**src/rtl/frogger_pkg.sv**
```systemverilog
// Shared types, geometry constants and arithmetic helpers for the frogger game-state logic.
// Purely combinational helpers; no state lives here.
package frogger_pkg;

    typedef enum logic [1:0] {
        ST_PLAY = 2'd0,
        ST_HIT  = 2'd1,
        ST_OVER = 2'd2
    } state_e;

    localparam logic [10:0] H_DISPLAY   = 11'd640;
    localparam logic [10:0] V_DISPLAY   = 11'd480;
    localparam logic [10:0] PLAYER_SIZE = 11'd32;
    localparam logic [10:0] PLAYER_STEP = 11'd32;
    localparam logic [10:0] START_X     = 11'd304;
    localparam logic [10:0] START_Y     = 11'd448;
    localparam logic [10:0] CAR_W       = 11'd64;
    localparam logic [10:0] CAR_H       = 11'd32;
    localparam logic [10:0] CAR_SPEED   = 11'd2;
    localparam logic [1:0]  START_LIVES = 2'd3;

    localparam logic [10:0] X_MAX = H_DISPLAY - PLAYER_SIZE;
    localparam logic [10:0] Y_MAX = V_DISPLAY - PLAYER_SIZE;

    localparam logic [10:0] LANE1_Y = 11'd96;
    localparam logic [10:0] LANE2_Y = 11'd192;
    localparam logic [10:0] LANE3_Y = 11'd288;
    localparam logic [10:0] LANE4_Y = 11'd384;

    localparam logic [10:0] CAR1_RST_X = 11'd0;
    localparam logic [10:0] CAR2_RST_X = 11'd160;
    localparam logic [10:0] CAR3_RST_X = 11'd320;
    localparam logic [10:0] CAR4_RST_X = 11'd480;

    localparam int BTN_UP    = 0;
    localparam int BTN_DOWN  = 1;
    localparam int BTN_LEFT  = 2;
    localparam int BTN_RIGHT = 3;

    // Strict AABB test: touching edges do not count as a hit.
    function automatic logic overlap(input logic [10:0] px, input logic [10:0] py,
                                     input logic [10:0] cx, input logic [10:0] cy);
        return (px < cx + CAR_W) && (cx < px + PLAYER_SIZE) &&
               (py < cy + CAR_H) && (cy < py + PLAYER_SIZE);
    endfunction

    function automatic logic [10:0] car_right(input logic [10:0] x, input logic [10:0] spd);
        if (x + spd >= H_DISPLAY) return x + spd - H_DISPLAY;
        return x + spd;
    endfunction

    function automatic logic [10:0] car_left(input logic [10:0] x, input logic [10:0] spd);
        if (x < spd) return x + H_DISPLAY - spd;
        return x - spd;
    endfunction

endpackage

```
**src/rtl/frogger_game_logic_button_debounce.sv**
```systemverilog
// Button conditioner: 2-FF synchroniser, stability counter, one-cycle rising-edge pulse.
// Latency: 2 sync cycles + DEBOUNCE_CYCLES + 1 to the pulse; no backpressure, pulse is fire-and-forget.
module button_debounce #(
    parameter int DEBOUNCE_CYCLES = 250000
) (
    input  logic CLK,
    input  logic RST_N,
    input  logic btn_async,
    output logic rise_o
);

    localparam int CW = (DEBOUNCE_CYCLES > 2) ? $clog2(DEBOUNCE_CYCLES) : 1;
    localparam logic [CW-1:0] CNT_LAST = CW'(DEBOUNCE_CYCLES - 1);

    logic          sync1_q, sync1_d;
    logic          sync2_q, sync2_d;
    logic          db_q, db_d;
    logic          rise_q, rise_d;
    logic [CW-1:0] cnt_q, cnt_d;

    always_comb begin
        sync1_d = btn_async;
        sync2_d = sync1_q;
        db_d    = db_q;
        cnt_d   = '0;
        // Any sample agreeing with the current level restarts the count.
        if (sync2_q != db_q) begin
            if (cnt_q == CNT_LAST) db_d  = sync2_q;
            else                   cnt_d = cnt_q + 1'b1;
        end
        rise_d = db_d & ~db_q;
    end

    always_ff @(posedge CLK or negedge RST_N) begin
        if (!RST_N) begin
            sync1_q <= 1'b0;
            sync2_q <= 1'b0;
            db_q    <= 1'b0;
            rise_q  <= 1'b0;
            cnt_q   <= '0;
        end else begin
            sync1_q <= sync1_d;
            sync2_q <= sync2_d;
            db_q    <= db_d;
            rise_q  <= rise_d;
            cnt_q   <= cnt_d;
        end
    end

    assign rise_o = rise_q;

endmodule

```
**src/rtl/frogger_game_logic.sv**
```systemverilog
// Frogger game state (player, cars, lives, level), updated once per frame at start of vertical blank.
// Latency: outputs change 2 cycles after h_count==0/v_count==V_DISPLAY; no backpressure. Macro LEVEL_SPEEDUP_EN adds level to car speed.
module frogger_game_logic
    import frogger_pkg::*;
#(
    parameter int DEBOUNCE_CYCLES = 250000,
    parameter int HIT_FRAMES      = 60
) (
    input  logic       CLK,
    input  logic       RST_N,
    input  logic [9:0] h_count,
    input  logic [9:0] v_count,
    input  logic       SW_UP,
    input  logic       SW_DOWN,
    input  logic       SW_LEFT,
    input  logic       SW_RIGHT,
    output logic [9:0] player_x,
    output logic [9:0] player_y,
    output logic [9:0] car1_x,
    output logic [9:0] car2_x,
    output logic [9:0] car3_x,
    output logic [9:0] car4_x,
    output logic [1:0] lives,
    output logic [2:0] level,
    output logic [1:0] state_o
);

    localparam int HW = (HIT_FRAMES > 2) ? $clog2(HIT_FRAMES) : 1;
    localparam logic [HW-1:0] HIT_LAST = HW'(HIT_FRAMES - 1);

    logic [3:0]        btn_raw, btn_rise;
    logic [3:0][10:0]  lane_y;
    logic              tick_q, tick_d;
    logic [3:0]        pend_q, pend_d;
    logic [9:0]        px_q, px_d, py_q, py_d;
    logic [3:0][9:0]   car_q, car_d;
    logic [1:0]        lives_q, lives_d;
    logic [2:0]        level_q, level_d;
    logic [HW-1:0]     hcnt_q, hcnt_d;
    state_e            state_q, state_d;

    logic [10:0] px, py, nx, ny, spd, step_x;
    logic        hit;

    assign btn_raw = {SW_RIGHT, SW_LEFT, SW_DOWN, SW_UP};
    assign lane_y  = {LANE4_Y, LANE3_Y, LANE2_Y, LANE1_Y};

    for (genvar g = 0; g < 4; g++) begin : g_btn
        button_debounce #(.DEBOUNCE_CYCLES(DEBOUNCE_CYCLES)) u_db (
            .CLK       (CLK),
            .RST_N     (RST_N),
            .btn_async (btn_raw[g]),
            .rise_o    (btn_rise[g])
        );
    end

    always_comb begin
        tick_d  = (h_count == 10'd0) && (v_count == V_DISPLAY[9:0]);
        pend_d  = (tick_q ? 4'b0000 : pend_q) | btn_rise;
        state_d = state_q;
        px_d    = px_q;
        py_d    = py_q;
        car_d   = car_q;
        lives_d = lives_q;
        level_d = level_q;
        hcnt_d  = hcnt_q;
        px      = {1'b0, px_q};
        py      = {1'b0, py_q};
        nx      = px;
        ny      = py;
        step_x  = '0;
`ifdef LEVEL_SPEEDUP_EN
        spd     = CAR_SPEED + {8'd0, level_q};
`else
        spd     = CAR_SPEED;
`endif
        hit = 1'b0;
        for (int i = 0; i < 4; i++) hit = hit | overlap(px, py, {1'b0, car_q[i]}, lane_y[i]);

        // Out-of-field moves are discarded rather than clamped.
        if (pend_q[BTN_UP]) begin
            if (py >= PLAYER_STEP) ny = py - PLAYER_STEP;
        end else if (pend_q[BTN_DOWN]) begin
            if (py + PLAYER_STEP <= Y_MAX) ny = py + PLAYER_STEP;
        end else if (pend_q[BTN_LEFT]) begin
            if (px >= PLAYER_STEP) nx = px - PLAYER_STEP;
        end else if (pend_q[BTN_RIGHT]) begin
            if (px + PLAYER_STEP <= X_MAX) nx = px + PLAYER_STEP;
        end

        if (tick_q) begin
            if (state_q != ST_OVER) begin
                for (int i = 0; i < 4; i++) begin
                    step_x   = (i % 2 == 0) ? car_right({1'b0, car_q[i]}, spd)
                                            : car_left({1'b0, car_q[i]}, spd);
                    car_d[i] = step_x[9:0];
                end
            end
            case (state_q)
                ST_PLAY: begin
                    if (hit) begin
                        state_d = ST_HIT;
                        hcnt_d  = '0;
                    end else if (ny == 11'd0) begin
                        level_d = (level_q == 3'd7) ? 3'd7 : level_q + 3'd1;
                        px_d    = START_X[9:0];
                        py_d    = START_Y[9:0];
                    end else begin
                        px_d = nx[9:0];
                        py_d = ny[9:0];
                    end
                end
                ST_HIT: begin
                    if (hcnt_q == HIT_LAST) begin
                        lives_d = lives_q - 2'd1;
                        px_d    = START_X[9:0];
                        py_d    = START_Y[9:0];
                        hcnt_d  = '0;
                        state_d = (lives_q == 2'd1) ? ST_OVER : ST_PLAY;
                    end else begin
                        hcnt_d = hcnt_q + 1'b1;
                    end
                end
                ST_OVER: begin
                    if (|pend_q) begin
                        lives_d = START_LIVES;
                        level_d = 3'd0;
                        px_d    = START_X[9:0];
                        py_d    = START_Y[9:0];
                        state_d = ST_PLAY;
                    end
                end
                default: state_d = ST_PLAY;
            endcase
        end
    end

    always_ff @(posedge CLK or negedge RST_N) begin
        if (!RST_N) begin
            tick_q  <= 1'b0;
            pend_q  <= '0;
            px_q    <= START_X[9:0];
            py_q    <= START_Y[9:0];
            car_q   <= {CAR4_RST_X[9:0], CAR3_RST_X[9:0], CAR2_RST_X[9:0], CAR1_RST_X[9:0]};
            lives_q <= START_LIVES;
            level_q <= 3'd0;
            hcnt_q  <= '0;
            state_q <= ST_PLAY;
        end else begin
            tick_q  <= tick_d;
            pend_q  <= pend_d;
            px_q    <= px_d;
            py_q    <= py_d;
            car_q   <= car_d;
            lives_q <= lives_d;
            level_q <= level_d;
            hcnt_q  <= hcnt_d;
            state_q <= state_d;
        end
    end

    assign player_x = px_q;
    assign player_y = py_q;
    assign car1_x   = car_q[0];
    assign car2_x   = car_q[1];
    assign car3_x   = car_q[2];
    assign car4_x   = car_q[3];
    assign lives    = lives_q;
    assign level    = level_q;
    assign state_o  = state_q;

endmodule

```
**config.mk**
```make
export PLATFORM = sky130hd
export DESIGN_NAME = frogger_game_logic
export DESIGN_NICKNAME = d
export VERILOG_FILES = /design/src/rtl/frogger_pkg.sv /design/src/rtl/frogger_game_logic_button_debounce.sv /design/src/rtl/frogger_game_logic.sv
export SDC_FILE = /design/constraint.sdc
export NUM_CORES = 1
export LEC_CHECK = 0
export CAP_MARGIN = 20
export CORE_MARGIN = 8
export CORE_UTILIZATION = 35
export CTS_CLUSTER_DIAMETER = 80
export CTS_CLUSTER_SIZE = 24
export DETAILED_ROUTE_END_ITERATION = 10
export PLACE_DENSITY = 0.55
export SLEW_MARGIN = 20
export SYNTH_ARGS = -nofsm -noshare
export SYNTH_HDL_FRONTEND = slang
export SYNTH_SLANG_ARGS = --single-unit
```
**constraint.sdc**
```tcl
create_clock -name CLK -period 3.6 [get_ports CLK]
set_clock_uncertainty 0.15 [all_clocks]
set_input_delay 1.08 -clock CLK [delete_from_list [all_inputs] [get_ports CLK]]
set_output_delay 1.08 -clock CLK [all_outputs]
set_load 0.01 [all_outputs]
```
---- Word level (Yosys, flattened, before mapping) ----
Index checks and enable logic that the tools add are counted.
cells by class
  add/sub/neg operators ................... 25
  $lt $le $gt $ge ......................... 24
  equality and inequality tests ........... 25
  mux-type cells .......................... 73
  bitwise gates (word level) .............. 12
  reductions and logical operators ........ 28
operators with widths
  operator                                                                               count
  10-bit 2-to-1 mux                                                                      22
  18-bit 2-to-1 mux                                                                      8
  10-bit by 11-bit less-than comparator with 1-bit output                                8
  18-bit by 1-bit adder with 18-bit output, second input constant                        4
  18-bit == test, second input constant                                                  4
  10-bit one-hot mux with 3 select lines                                                 2
  10-bit by 7-bit adder with 11-bit output, second input constant                        4
  11-bit 2-to-1 mux                                                                      4
  10-bit by 2-bit subtractor with 10-bit output, second input constant                   4
  10-bit by 2-bit adder with 11-bit output, second input constant                        2
  10-bit by 6-bit adder with 11-bit output, second input constant                        2
  11-bit by 10-bit greater-or-equal comparator with 1-bit output, second input constant  2
  9-bit by 11-bit less-than comparator with 1-bit output, first input constant           2
  10-bit adder, second input constant                                                    2
  10-bit by 6-bit greater-or-equal comparator with 1-bit output, second input constant   2
  10-bit by 2-bit less-than comparator with 1-bit output, second input constant          2
  10-bit by 8-bit less-than comparator with 1-bit output, second input constant          2
  10-bit by 9-bit less-than comparator with 1-bit output, second input constant          2
  1-bit 2-to-1 mux                                                                       20
  10-bit subtractor, second input constant                                               2
  1-bit logical AND                                                                      13
  2-bit 2-to-1 mux                                                                       6
  3-bit 2-to-1 mux                                                                       4
  6-bit 2-to-1 mux                                                                       2
  other kinds (38)                                                                       62
storage, ports and cells
  register bits ........................... 166
  output and inout bits ................... 67
  logic and storage cells ................. 219

---- Longest topological paths before layout ----
Gate-level depths: netlist of run 1.
  word-level depth ........................ 10
  mapped depth ............................ 14

---- By module ----
From an unflattened synthesis of run 1, not the netlist that was laid out.
unflattened totals
  cells, all modules ...................... 1048
  area total of the unflattened synthesis .. 9985.8 um^2
by module, submodules not included
  module              instances  cells an instance  area each (um^2)
  frogger_game_logic  1          644                5731.7
  button_debounce     4          101                1063.5

---- Worst setup path after synthesis of run 1 ----
OpenSTA, ideal clock, no wires.
  path type ............................... reg-to-reg
  from .................................... register px_q[5] (netlist: player_x[5])
  to ...................................... register px_q[6] (netlist: player_x[6])
  library setup time ...................... 121 ps
  arrival ................................. 3231 ps
  setup slack ............................. 98 ps
  cell stages (with the launch flop) ...... 14
  buffers on the path ..................... 1
  cell sequence ........................... dfstp_2 inv_1 ha_1 inv_1 ha_1 nor3_1 a211oi_1 maj3_1 a311oi_1 nor4_4 o21a_1 buf_6 and3_4 a22o_1
between the ends
  word-level cells in the longest chain between the ends .. 10
  elaborated cells on any way between the ends .. 40
  those cells by class .................... add/sub: 2; order compare: 10; eq/ne: 3; mux: 9; bitwise: 3; reduce/logical: 13
RTL lines
  item                                                     line                       text
  start: declaration                                       frogger_game_logic.sv:35   logic [9:0] px_q, px_d, py_q, py_d;
  start signal: assignment                                 frogger_game_logic.sv:142  px_q <= START_X[9:0];
  start signal: assignment                                 frogger_game_logic.sv:152  px_q <= px_d;
  10-bit by 6-bit adder with 11-bit output                 frogger_game_logic.sv:88   if (px + PLAYER_STEP <= X_MAX) nx = px + PLAYER_STEP;
  10-bit by 11-bit less-than comparator with 1-bit output  frogger_pkg.sv:43          return (px < cx + CAR_W) && (cx < px + PLAYER_SIZE) &&
  1-bit logical AND (2 in series)                          frogger_pkg.sv:43
  1-bit logical AND                                        frogger_pkg.sv:44          (py < cy + CAR_H) && (cy < py + PLAYER_SIZE);
  1-bit OR (3 in series)                                   frogger_game_logic.sv:78   for (int i = 0; i < 4; i++) hit = hit | overlap(px, py, {1'b0, car_q[i]}, lane_y[i]);
  2-bit != test (no source line)                           -
  10-bit AND reduction (no source line)                    -
Parallel ways exist; a longest one is shown, timed or not. The select of a mux whose other input is x is not followed.
A chain may end at the register's enable or synchronous reset.

---- Worst setup path after layout of run 1 ----
  from .................................... register px_q[5] (netlist: player_x[5])
  to ...................................... register level_q[0] (netlist: level[0])
between the ends
  word-level cells in the longest chain between the ends .. 10
  elaborated cells on any way between the ends .. 26
  those cells by class .................... add/sub: 1; order compare: 8; eq/ne: 1; bitwise: 3; reduce/logical: 13
RTL lines
  item                                                     line                       text
  10-bit by 6-bit adder with 11-bit output                 -
  10-bit by 11-bit less-than comparator with 1-bit output  frogger_pkg.sv:43
  1-bit logical AND (2 in series)                          frogger_pkg.sv:43
  1-bit logical AND                                        frogger_pkg.sv:44
  1-bit OR (2 in series)                                   frogger_game_logic.sv:78
  1-bit OR (*)                                             frogger_game_logic.sv:78
  2-bit != test (no source line) (*)                       -
  5-bit AND reduction (no source line) (*)                 -
  end signal: assignment                                   frogger_game_logic.sv:156  level_q <= level_d;
  end: declaration                                         frogger_game_logic.sv:38   logic [2:0] level_q, level_d;
Mark *: on every way between the ends. The rest lies on a longest branch, timed or not.

==> metrics.txt, run 1 <==
cell row count 61; CTS buffer count 17; RD Place Congestion 0.835; Top delay family on crit path simple AND/OR/NAND/NOR gates; Leakage Power 4.94 nW; Vias 7552; f_max 0.290 GHz; TritonRoute pass-1 iters 4; Placed Cells 1445; Initial Util 0.352; critical path endpoint category flop; internal cell power 2.71 mW; clock share of power 0.496; slowest cell on the critical path dfstp_2; total power 3.66 mW; Die H 182 microns; first-pass GRT wire length 38500 microns; top cell type's share of synthesized area 0.355; Gate Count Post-Synth 1024; VDD IR max 271 uV; area leader, netlist dfrtp_1; crit path max fanout 5; Synth area leaders dfrtp_1 (35%), ha_1 (12%), xnor2_1 (5.3%), nor2_1 (5.0%), dfstp_2 (4.4%); routed len/inst 15.2 microns; Main synth FF type dfrtp_1; Layout Utilization 0.420; final WL 22500 microns; Worst Tran Pin Value 0.911 ns; flops & latches, synth 153; Post-synth EDFFs 0; Clk Latency, worst-skew pair 0.44 ns; layout cells sized above 1 0.0997; post-route worst setup slack 0.151 ns; Seq/Total Area, Yosys 0.398; CTS tree yes; H-tree depth 4; CP max stage delay 0.55 ns; Crit path buffers/inverters 3; Worst-path clk slew 0.07 ns; most common cell after layout, fill and taps aside dfrtp_1; sequential power share 0.476; Max Buffers Root-to-Sink 2; Sw Ratio 0.259; status finished clean; post-DP HPWL 16200 microns; CP Cell Sequence inv_1, ha_1, inv_1, ha_1, nor3_1, a211oi_1, maj3_1, a311oi_2, nor4_4, buf_4, nand4_2, or4_1, nand3_1; hold crit path type reg -> reg; routed vias/inst 5.11; # port buffers 79; final setup violation count 0; Die W 182 microns; Tcrit/Tclk final 0.958; CTS root buffer clkbuf_16; total grt overflow 0; pwr dens 317 mW/mm^2; min Tclk post-route 3.45 ns; layout overhead on the synthesized area 19.6%; antenna violations before repair 0; Routed Antenna Nets 0; DIE AREA 0.0332 sq mm; CP Launch Type flop; clk sinks 153; Slew headroom 0.392; largest net degree at the start of global routing 63; async set-or-reset flop fraction in the synthesized netlist 1.00; Nets 1236; Net Switching 0.951 mW; Max-Cap Viols 0; DRC violations left 0; pre-CTS WS -0.0653 ns; Worst EP arrival 3.67 ns; cell area after synthesis 0.00966 sq mm; final hold viol count 0; Core Box Area 0.0275 sq mm; Crit Path Class reg -> reg; vias in the first global route 7609; Fin Setup TNS 0 ns; Final Max Slew Viols 0; initial DRC count 426; RSZ-0062 raised after global routing false; Top Ports 93; All-Layer GR Usage 0.140; Gate power share 0.028; Syn. warnings 0; most frequent cells in the layout dfrtp_1 (137), nor2_1 (128), ha_1 (90); Mapped Avg Cell Area 9.43 sq um; antenna cells 0; Distinct cells, synth 82; Worst EP required 3.82 ns; Finished Layout Cells 1479
-- power groups by stage --
stage | clock [mW] | sequential [mW] | combinational (mW)
3_3_place_gp | 0 | 1.78 | 0.108
5_1_grt | 1.96 | 1.75 | 0.121
4_1_cts | 1.88 | 1.74 | 0.109
6_report | 1.82 | 1.74 | 0.104
3_5_place_dp | 0 | 1.78 | 0.109
2_1_floorplan | 0 | 1.78 | 0.0437
-- cell families after synthesis --
kind of cell	Yosys count	synth area share
fa+ha+maj	94	0.121
flops	153	0.398
simple gates	407	0.210
buf+inv	88	0.0425
compound gates	160	0.114
mux	13	0.0145
xor+xnor	108	0.0995
other cells	1	0.000388
-- cells in the mapped netlist, types with 7 or more instances --
cell,number
a211oi_1,10
a21o_1,9
a21oi_1,30
a31oi_1,7
and3_1,24
buf_2,7
buf_4,15
clkbuf_1,16
dfrtp_1,137
dfstp_2,16
ha_1,90
inv_1,48
mux2_2,8
nand2_1,81
nand2b_1,8
nand3_1,60
nand4_1,23
nor2_1,129
nor3_1,17
nor4_1,9
o21ai_0,42
or3_1,12
xnor2_1,59
xor2_1,47
-- flip-flops by register name (all words and copies together) (netlist names), 2 cells and up --
signal,count
player_x,6
player_y,5
car4_x,9
car2_x,9
state_o,2
g_btn.u_db.cnt_q,72
car1_x,9
g_btn.u_db.db_q,4
g_btn.u_db.rise_o,4
level,3
hcnt_q,6
lives,2
car3_x,9
g_btn.u_db.sync1_q,4
pend_q,4
g_btn.u_db.sync2_q,4
-- per-layer routing --
layer  vias to the layer above  share of wire  GRT usage
met2                       116           0.47      0.233
li1                       3783              -          -
met1                      3629           0.48      0.178
met5                         -              0          0
met4                         0          0.015     0.0433
met3                        24          0.038     0.0318
-- timing repair --
item | in CTS | in global routing
gates resized for setup | 1 | 5
endpoints found under the setup margin | 5 | 15
pin swaps | 0 | 1
hold buffers | 0 | 0
setup buffers | 0 | 1
gates cloned | 0 | 1
-- final cells by class --
type	instances	area (sq um)
clock buffers	17	425
multi-input cells	796	5490
fillers	2734	15900
inverters	48	180
clock inverters	15	171
well taps	346	433
flip-flops and latches	153	3850
repair buffers	104	1000
-- stage by stage --
step	cell area [sq um]	hold slack, ns
after floorplan	9700	0.181
after global placement	10900	0.183
after detailed placement	10900	0.185
after CTS	11500	0.200
after global routing	11600	0.209
final	11600	0.199
-- path summary, 6_finish.rpt --
| kind | startpoint | end | slack (ns) | cells past startpoint |
|---|---|---|---|---|
| setup / recovery | player_x[5] | level[0] | 0.15 | 13 |
| hold / removal | g_btn[3].u_db.sync1_q | g_btn[3].u_db.sync2_q | 0.20 | 0 |
| setup reg to reg | player_x[5] | level[0] | 0.15 | 13 |
| hold reg to reg | g_btn[3].u_db.sync1_q | g_btn[3].u_db.sync2_q | 0.20 | 0 |
| max in group asynchronous | RST_N | lives[0] | 2.07 | 2 |
| min in group asynchronous | RST_N | car1_x[5] | 0.47 | 1 |
No activity file was read; power rests on OpenSTA's default activity.
==> run 2: changes to the inputs <==
CORE_MARGIN = 2   (was 8)
CORE_UTILIZATION = 53   (was 35)
PLACE_DENSITY = 0.78   (was 0.55)
==> run 2 against run 1 <==
  * Global-route usage increased by 7.9 points
  * Hold slack got worse by 0.00050 ns
  * First-iteration DRC count decreased by 19%
  * Via count increased by 0.40%
  * Sequential share of layout area increased by 0.65 points
  * Critical path type unchanged
  * Critical endpoint is now player_x[7]
  * Largest cell class unchanged
  * Largest power group is now registers
==> metrics.txt, run 2 (synthesized netlist as in run 1, its figures left out) <==
status finished clean; H-tree depth 4; RSZ-0062 raised after global routing false; most used cell, CP ha_1; Routed Antenna Nets 0; clk sinks 153; first-pass GRT wire length 35300 microns; critical path endpoint category flop; Initial Util 0.540; final hold viol count 0; Finished Layout Cells 1355; post-DP HPWL 14600 microns; Tcrit/Tclk final 0.950; routed vias/inst 5.60; antenna cells 0; DIE AREA 0.0193 sq mm; TritonRoute pass-1 iters 7; CP Launch Type flop; Top delay family on crit path compound AO/OA/AOI/OAI gates; max FFs per register 72; CTS tree yes; # port buffers 79; Die W 139 microns; Leakage Power 4.89 nW; cell row count 49; fillers 1488; Crit Path Class reg -> reg; total grt overflow 0; slowest cell on the critical path dfstp_2; CP max stage delay 0.56 ns; initial DRC count 345; Largest Register g_btn.u_db.cnt_q; layout cells sized above 1 0.0941; Die H 139 microns; RD Place Congestion 0.869; final WL 20600 microns; R2R Setup Slk 0.18 ns; worst hold start g_btn[3].u_db.sync1_q; Cell Area, Placed 0.0107 sq mm; Slew headroom 0.504; Final Max Slew Viols 0; Nets 1229; All-Layer GR Usage 0.219; VDD IR max 457 uV; final setup violation count 0; reg2reg start player_x[5]; R2R depth 13; vias in the first global route 7433; Max Buffers Root-to-Sink 2; CTS buffer count 17; layout overhead on the synthesized area 17.3%; Top Ports 93; largest net degree at the start of global routing 55; Core Box Area 0.0179 sq mm; Hold EP g_btn[3].u_db.sync2_q; routed len/inst 15.2 microns; hold crit path type reg -> reg; Hold Path Depth 0; Max-Cap Viols 0; pwr dens 313 mW/mm^2; DRC violations left 0; crit path max fanout 7; Worst-path clk slew 0.06 ns; most frequent cells in the layout dfrtp_1 (137), nor2_1 (128), ha_1 (89); RR Endpoint player_x[7]; Worst Tran Pin Value 0.742 ns; Placed Cells 1323; Register Area 0.00385 sq mm; f_max 0.292 GHz; multi-input logic area 0.00550 sq mm; Worst EP arrival 3.56 ns; CTS root buffer clkbuf_16; design area 0.0113 sq mm; CP Cell Sequence inv_1, ha_1, inv_2, ha_1, nor3_1, a211oi_1, maj3_1, a311oi_2, nor4_4, o21a_1, buf_4, a41oi_1, a31oi_1; Vias 7582; Clk Latency, worst-skew pair 0.42 ns; antenna violations before repair 0; min Tclk post-route 3.42 ns; Worst Setup SP player_x[5]; hold buffers post-CTS 0; Worst EP required 3.74 ns; most common cell after layout, fill and taps aside dfrtp_1; Crit path buffers/inverters 3
## run 2: cell count changes in the layout (fill, tap and decap cells not counted), sizes merged
cell / previous run / this run
inv: 57 / 50
a21oi: 32 / 31
buf: 26 / 20
clkbuf: 17 / 22
bufinv: 0 / 1
clkinvlp: 2 / 3
## run 2: worst max-delay path by stage
stage | cells after the start | end | slack, ns
after floorplan | 13 | player_x[6] | 0.1
after global placement | 14 | hcnt_q[1] | 0.08
after detailed placement | 13 | hcnt_q[2] | -0.04
after CTS | 13 | player_x[7] | 0.07
after global routing | 9 | player_x[6] | 0.01
final | 13 | player_x[7] | 0.18
## run 2: final cells by class
type | instances | share of cell area
Clock buffer | 22 | 0.0410
Clock inverter | 10 | 0.00828
Inverter | 48 | 0.0159
Multi-Input combinational cell | 795 | 0.485
Sequential cell | 153 | 0.340
Tap cell | 229 | 0.0253
Timing Repair Buffer | 98 | 0.0847
## run 2: repair_timing
item | in CTS | in global routing
setup endpoints to repair | 7 | 8
resized for setup | 4 | 6
setup buffers | 0 | 0
pin swaps | 0 | 5
cloned | 0 | 0
## run 2: report_power, final
part	leakage, nW	internal, mW	total [mW]	switching [mW]
Clock	0.267	0.989	1.70	0.712
Sequential	2.05	1.74	1.75	0.0106
Combinational	2.58	0.0411	0.103	0.0618
## run 2: through the flow
stage	TNS [ns]	worst slack (ns)	hold slack, ns	utilization	power (mW)
after global routing	0	0.0149	0.208	0.633	3.69
after floorplan	0	0.0979	0.181	-	1.82
final	0	0.180	0.199	0.633	3.55
after global placement	0	0.0786	0.183	0.599	1.88
after detailed placement	-0.154	-0.0449	0.186	0.599	1.88
after CTS	0	0.0729	0.200	0.632	3.59
## run 2: metal layers
| metal | track usage | vias up | wire [microns] |
|---|---|---|---|
| li1 | - | 3763 | - |
| met1 | 0.284 | 3649 | 9430 |
| met2 | 0.359 | 143 | 9940 |
| met3 | 0.0511 | 27 | 805 |
| met4 | 0.0792 | 0 | 386 |
| met5 | 0 | - | 0 |
